<file path="config.mk">
export PLATFORM = sky130hd
export DESIGN_NAME = pick_place_commander_flat
export DESIGN_NICKNAME = d
export VERILOG_FILES = /design/src/rtl/pick_place_commander_if.sv /design/src/rtl/pick_place_commander.sv /design/src/flat_wrapper.sv
export SDC_FILE = /design/constraint.sdc
export NUM_CORES = 1
export LEC_CHECK = 0
export ABC_AREA = 1
export ABC_CLOCK_PERIOD_IN_PS = 2100
export CAP_MARGIN = 20
export CORE_UTILIZATION = 54
export CTS_CLUSTER_SIZE = 24
export DETAILED_ROUTE_END_ITERATION = 12
export GPL_TIMING_DRIVEN = 0
export HOLD_SLACK_MARGIN = 0.08
export PLACE_DENSITY = 0.81
export SKIP_CTS_REPAIR_TIMING = 1
export SLEW_MARGIN = 10
export SYNTH_ARGS = -nofsm -noshare
export SYNTH_HDL_FRONTEND = slang
export SYNTH_SLANG_ARGS = --single-unit
</file>
<file path="constraint.sdc">
create_clock -name clk -period 2.1 [get_ports clk]
set_clock_uncertainty 0.2 [all_clocks]
set_input_delay 0.63 -clock clk [delete_from_list [all_inputs] [get_ports clk]]
set_output_delay 0.63 -clock clk [all_outputs]
set_load 0.01 [all_outputs]
</file>
<file path="src/rtl/pick_place_commander_if.sv">
// Handshake and control bundle between planner, commander and pick/place block.
// No logic: wires only.
// master is the planner/servo side, slave is the commander.
interface pick_place_commander_if;
  logic       cmd_valid;
  logic       cmd_op;
  logic       cmd_ready;
  logic       pp_start;
  logic [5:0] pp_arm_movement;
  logic [1:0] pp_done;
  logic       rsp_valid;
  logic [1:0] rsp_code;
  logic       holding;
  logic       busy;

  modport master (
    output cmd_valid, cmd_op, pp_done,
    input  cmd_ready, pp_start, pp_arm_movement, rsp_valid, rsp_code, holding, busy
  );

  modport slave (
    input  cmd_valid, cmd_op, pp_done,
    output cmd_ready, pp_start, pp_arm_movement, rsp_valid, rsp_code, holding, busy
  );
endinterface

</file>
<file path="src/rtl/pick_place_commander.sv">
// Issues one pick/place job at a time to the servo block and reports ok/rejected/timeout.
// Latency: accept -> pp_start 2 cycles; qualifying pp_done -> rsp_valid 1 cycle.
// Backpressure: cmd_ready low while a job runs; responses have no back-pressure.
module pick_place_commander #(
  parameter int unsigned TIMEOUT_CYCLES = 500_000_000,
  parameter int unsigned REARM_CYCLES   = 1_000,
  parameter int unsigned CNT_W          = 30
) (
  input  logic                    clk,
  input  logic                    rst_n,
  pick_place_commander_if.slave   bus
);

  typedef enum logic [1:0] {IDLE, ISSUE, WAIT_DONE, REARM} state_t;

  localparam logic [CNT_W-1:0] TO_LAST = CNT_W'(TIMEOUT_CYCLES - 1);
  localparam logic [CNT_W-1:0] RA_LAST = CNT_W'(REARM_CYCLES - 1);
  localparam logic [CNT_W-1:0] CNT_MAX = '1;

  state_t           state_q, state_d;
  logic [CNT_W-1:0] cnt_q, cnt_d;
  logic             op_q, op_d;
  logic             arm_q, arm_d;          // only bit 0 of pp_arm_movement is ever nonzero
  logic             cmd_ready_q, cmd_ready_d;
  logic             pp_start_q, pp_start_d;
  logic             rsp_valid_q, rsp_valid_d;
  logic [1:0]       rsp_code_q, rsp_code_d;
  logic             holding_q, holding_d;
  logic             busy_q, busy_d;

  logic             accept;
  logic [1:0]       exp_done;

  assign accept   = (state_q == IDLE) && bus.cmd_valid && cmd_ready_q;
  // pick completes with code 1, place with code 2
  assign exp_done = op_q ? 2'd2 : 2'd1;

  // State and all output registers; reset aborts any job silently
  always_ff @(posedge clk or negedge rst_n) begin
    if (!rst_n) begin
      state_q     <= IDLE;
      cnt_q       <= '0;
      op_q        <= 1'b0;
      arm_q       <= 1'b0;
      cmd_ready_q <= 1'b0;
      pp_start_q  <= 1'b0;
      rsp_valid_q <= 1'b0;
      rsp_code_q  <= 2'd0;
      holding_q   <= 1'b0;
      busy_q      <= 1'b0;
    end else begin
      state_q     <= state_d;
      cnt_q       <= cnt_d;
      op_q        <= op_d;
      arm_q       <= arm_d;
      cmd_ready_q <= cmd_ready_d;
      pp_start_q  <= pp_start_d;
      rsp_valid_q <= rsp_valid_d;
      rsp_code_q  <= rsp_code_d;
      holding_q   <= holding_d;
      busy_q      <= busy_d;
    end
  end

  // Next-state and next-output decode; outputs are computed one cycle ahead so they leave registered
  always_comb begin
    state_d     = state_q;
    cnt_d       = cnt_q;
    op_d        = op_q;
    arm_d       = arm_q;
    cmd_ready_d = 1'b0;
    pp_start_d  = pp_start_q;
    rsp_valid_d = 1'b0;
    rsp_code_d  = rsp_code_q;
    holding_d   = holding_q;

    case (state_q)
      IDLE: begin
        cmd_ready_d = 1'b1;
        if (accept) begin
          cmd_ready_d = 1'b0;
          op_d        = bus.cmd_op;
          // pick needs an empty claw, place needs a full one
          if (bus.cmd_op != holding_q) begin
            rsp_valid_d = 1'b1;
            rsp_code_d  = 2'd1;
          end else begin
            // movement code set a cycle ahead of pp_start and held for the job
            arm_d   = bus.cmd_op;
            state_d = ISSUE;
          end
        end
      end
      ISSUE: begin
        pp_start_d = 1'b1;
        cnt_d      = '0;
        state_d    = WAIT_DONE;
      end
      WAIT_DONE: begin
        pp_start_d = 1'b1;
        // completion is checked first so it wins over a simultaneous timeout
        if (bus.pp_done == exp_done) begin
          pp_start_d  = 1'b0;
          rsp_valid_d = 1'b1;
          rsp_code_d  = 2'd0;
          holding_d   = ~op_q;
          cnt_d       = '0;
          state_d     = REARM;
        end else if (cnt_q >= TO_LAST) begin
          pp_start_d  = 1'b0;
          rsp_valid_d = 1'b1;
          rsp_code_d  = 2'd2;
          cnt_d       = '0;
          state_d     = REARM;
        end else if (cnt_q != CNT_MAX) begin
          cnt_d = cnt_q + 1'b1;
        end
      end
      REARM: begin
        // start held low a full rearm period; pp_done ignored here
        pp_start_d = 1'b0;
        if (cnt_q >= RA_LAST) begin
          cmd_ready_d = 1'b1;
          state_d     = IDLE;
        end else if (cnt_q != CNT_MAX) begin
          cnt_d = cnt_q + 1'b1;
        end
      end
      default: state_d = IDLE;
    endcase

    busy_d = (state_d != IDLE);
  end

  assign bus.cmd_ready       = cmd_ready_q;
  assign bus.pp_start        = pp_start_q;
  assign bus.pp_arm_movement = {5'd0, arm_q};
  assign bus.rsp_valid       = rsp_valid_q;
  assign bus.rsp_code        = rsp_code_q;
  assign bus.holding         = holding_q;
  assign bus.busy            = busy_q;

endmodule

</file>
<file path="src/flat_wrapper.sv">
// flat-port wrapper written by rule: the top's interface ports become plain ports
module pick_place_commander_flat 
#(
  parameter int unsigned TIMEOUT_CYCLES = 500_000_000,
  parameter int unsigned REARM_CYCLES   = 1_000,
  parameter int unsigned CNT_W          = 30
)
  (clk, rst_n, bus_cmd_valid, bus_cmd_op, bus_pp_done, bus_cmd_ready, bus_pp_start, bus_pp_arm_movement, bus_rsp_valid, bus_rsp_code, bus_holding, bus_busy);
  pick_place_commander_if bus_i ();
  input  logic clk;
  input  logic rst_n;
  input wire logic [$bits(bus_i.cmd_valid)-1:0] bus_cmd_valid;
  input wire logic [$bits(bus_i.cmd_op)-1:0] bus_cmd_op;
  input wire logic [$bits(bus_i.pp_done)-1:0] bus_pp_done;
  output wire logic [$bits(bus_i.cmd_ready)-1:0] bus_cmd_ready;
  output wire logic [$bits(bus_i.pp_start)-1:0] bus_pp_start;
  output wire logic [$bits(bus_i.pp_arm_movement)-1:0] bus_pp_arm_movement;
  output wire logic [$bits(bus_i.rsp_valid)-1:0] bus_rsp_valid;
  output wire logic [$bits(bus_i.rsp_code)-1:0] bus_rsp_code;
  output wire logic [$bits(bus_i.holding)-1:0] bus_holding;
  output wire logic [$bits(bus_i.busy)-1:0] bus_busy;
  assign bus_i.cmd_valid = bus_cmd_valid;
  assign bus_i.cmd_op = bus_cmd_op;
  assign bus_i.pp_done = bus_pp_done;
  assign bus_cmd_ready = bus_i.cmd_ready;
  assign bus_pp_start = bus_i.pp_start;
  assign bus_pp_arm_movement = bus_i.pp_arm_movement;
  assign bus_rsp_valid = bus_i.rsp_valid;
  assign bus_rsp_code = bus_i.rsp_code;
  assign bus_holding = bus_i.holding;
  assign bus_busy = bus_i.busy;
  pick_place_commander #(.TIMEOUT_CYCLES(TIMEOUT_CYCLES), .REARM_CYCLES(REARM_CYCLES), .CNT_W(CNT_W)) u_core (.clk(clk), .rst_n(rst_n), .bus(bus_i));
endmodule
</file>
==> key figures <==
Die
  – Core Footprint: 5610 µm²
  – Initial Utilization: 0.572
  – Cell Rows: 27
  – Io pins: 19
  – Vert. Die Dim: 79.1 µm
  – Die span in x: 79.1 µm
  – Die Footprint: 6250 µm²

Logic synthesis
  – Synth Area in Simple Gates: 0.510
  – Netlist cell types: 35
  – Post-synth ARST share: 1.00
  – EDFF count, synth: 0
  – Register area share after synthesis: 0.320
  – Most used DFF post-synth: dfrtp_1
  – Mapped Area: 3210 µm²
  – Main combinational cell family by area after synthesis: simple AND/OR/NAND/NOR gates
  – Mux share of post-synthesis cell area: 0
  – Post-synthesis xor/xnor area fraction: 0.0137
  – Compound-Gate Fraction of Synth Area: 0.0484
  – Ys Warns: 0
  – Syn Inst Count: 518
  – Syn avg cell area: 6.19 µm²
  – #FFs+latches synth: 41
  – Synthesized-area fraction occupied by adder cells: 0.0156

Detailed routing
  – Drt first pass iters: 5
  – Vias after detailed routing: 3740
  – Total Wirelength: 10.6 mm
  – Routed WL per cell: 16.3 µm
  – Number of vias per cell: 5.75
  – Initial DRC Count: 466
  – Drt drc: 0
  – DRT antenna net count: 0

Setup path
  – Arr. time, crit path: 2.17 ns
  – CP endpoint kind: flop
  – Reg2Reg Setup Slack: -0.06 ns
  – WS Path Type: flop to flop
  – Critical-path maximum fanout: 4
  – Startpoint types: flop
  – CP Data Required Time: 2.11 ns

Cells and area
  – Share of cells above drive strength 1: 0.264
  – Fin nets: 588
  – Commonest cells after routing, fill and taps aside: nand2_1 (191), nor2_1 (74), inv_1 (44), buf_4 (39), nand3_1 (27)
  – Area occupied by multi-input gates: 2170 µm²
  – Finished Cell Area: 4190 µm²
  – Area Growth Syn to Fin: 30.8%
  – Register area: 1040 µm²
  – Antenna fix cells: 0
  – # fillers: 449
  – Most common cell after layout, fill and taps aside: nand2_1

Timing
  – Max frequency: 0.462 GHz
  – Final slew viol count: 0
  – Tcrit/Tclk final: 1.03
  – Worst Tran Pin Value: 0.530 ns
  – Worst hold slack: 0.0762 ns
  – Final min period: 2.16 ns
  – RSZ-0062 raised after global routing: yes
  – Number of setup violations in the final report: 10
  – Final Hold Vio Count: 0
  – Post-route setup slack: -0.0636 ns
  – Worst rel slew slack: 0.646

Placement
  – RD Place Congestion: 0.982
  – IO buf count: 13
  – Final HPWL from detailed placement: 6.92 mm
  – Post-placement cell area: 3460 µm²

CTS
  – Max H-tree Level: 2
  – CTS root buf: clkbuf_8
  – CTS Buffer Depth: 2
  – Cts bufs inserted: 5
  – Worst skew pair latency: 0.31 ns
  – Clk slew on worst S/H paths: 0.10 ns
  – Clock Sinks: 41
  – CTS tree: done

GRT
  – Remaining Overflow, GRT: 0
  – Pin count of the biggest net entering global routing: 23
  – Global-route usage over all layers: 0.311
  – Number of global-route vias before repair: 3193
  – Initial antenna violation count: 0
  – First-pass GRT wire length: 14.8 mm

Power and ir drop
  – Sequential share of power: 0.267
  – PwrDens: 925 nW/µm²
  – P_sw: 1700 µW
  – Clk pwr share: 0.176
  – Sw Share: 0.437
  – Peak VDD IR: 1.11 mV
  – Comb power frac: 0.557
  – Leakage: 0.00210 µW
  – Int Power: 2180 µW

Flow run
  – Max_cap viols: 0

Status
  – Status: finished, violations left
  – Failing checks: negative setup slack

Min path
  – Hold crit path type: input port to async pin
-- worst max-delay path, cell delays in order, from the launching register on --
cell     delay, ns
dfrtp_1       0.42
ha_4          0.19
nand3_2       0.10
nor2_4        0.17
nand3_1       0.10
nand2_2       0.14
nand2_1       0.12
nand3_2       0.14
nand2_2       0.13
nand2_1       0.11
nand2_1       0.06
o21ai_1       0.11
inv_1         0.07
-- area by class of cell --
cell class | count | share of cell area
timing repair buffer | 52 | 0.115
clock buffer | 5 | 0.0164
sequential | 41 | 0.249
multi-input combinational | 416 | 0.518
clock inverter | 3 | 0.0110
buffer | 15 | 0.0277
tap | 72 | 0.0215
inverter | 47 | 0.0421
-- state kept, by name, indices dropped and copies added, names as in the netlist --
name and cells:
u_core.bus.holding 1, u_core.bus.busy 1, u_core.state_q 2, u_core.bus.pp_start 1, u_core.bus.rsp_code 2, u_core.cnt_q 30, u_core.arm_q 1, u_core.bus.cmd_ready 1
u_core.bus.rsp_valid 1, u_core.op_q 1
-- stage by stage --
stage / total power [µW] / util / setup TNS (ns) / instances / setup slack (ns)
after floorplan: 1980 / - / 0 / 522 / 0.152
after global placement: 2440 / 0.614 / -44.71 / 607 / -0.857
after detailed placement: 2480 / 0.618 / -12.22 / 608 / -0.545
after CTS: 3150 / 0.638 / -5.40 / 616 / -0.267
after global routing: 4070 / 0.748 / -2.15 / 651 / -0.129
final: 3880 / 0.748 / -0.249 / 651 / -0.0636
-- power groups by stage --
stage	clock network, µW	registers, µW	logic, µW
after floorplan	0	1040	943
after global placement	0	1020	1410
after detailed placement	0	1030	1450
after CTS	681	1010	1460
after global routing	719	1050	2300
final	682	1030	2160
-- metal layers --
| layer | share of wire | global-route usage | wire length, µm | up-vias |
|---|---|---|---|---|
| li1 | - | - | - | 1725 |
| met1 | 0.38 | 0.410 | 4010 | 1694 |
| met2 | 0.46 | 0.496 | 4820 | 248 |
| met3 | 0.10 | 0.0529 | 1090 | 73 |
| met4 | 0.063 | 0.144 | 665 | 0 |
| met5 | 0 | 0 | 0 | - |
-- kinds of logic after synthesis --
group                      after synthesis
adders and majority gates                4
AOI/OAI and AO/OA                       28
DFF                                     41
and+or+nand+nor                        374
xor gates and xnor gates                 5
buffers and inverters                   65
other                                    1
-- cells in the mapped netlist, types with 3 or more instances --
master | count | area, µm²
a21oi_1 | 8 | 40.0
buf_2 | 5 | 25.0
buf_4 | 7 | 52.6
clkbuf_1 | 4 | 15.0
dfrtp_1 | 41 | 1030
ha_1 | 4 | 50.1
inv_1 | 46 | 173
nand2_1 | 204 | 766
nand2_2 | 7 | 43.8
nand3_1 | 37 | 185
nand3b_1 | 3 | 22.5
nand4_1 | 10 | 62.6
nor2_1 | 90 | 338
nor2_2 | 3 | 18.8
nor2_4 | 6 | 67.6
nor3_1 | 3 | 15.0
o21ai_0 | 13 | 65.1
xor2_1 | 4 | 35.0
-- path summary, 6_finish.rpt --
| kind | startpoint | end | cells past startpoint |
|---|---|---|---|
| worst max-delay path | u_core.cnt_q[1] | u_core.cnt_q[13] | 12 |
| worst min-delay path | rst_n | u_core.cnt_q[5] | 1 |
| worst max register to register | u_core.cnt_q[1] | u_core.cnt_q[13] | 12 |
| worst min register to register | u_core.arm_q | u_core.arm_q | 2 |
| max in group asynchronous | rst_n | u_core.cnt_q[17] | 2 |
| min in group clk | u_core.arm_q | u_core.arm_q | 2 |
Power figures use the tool's default switching activity.
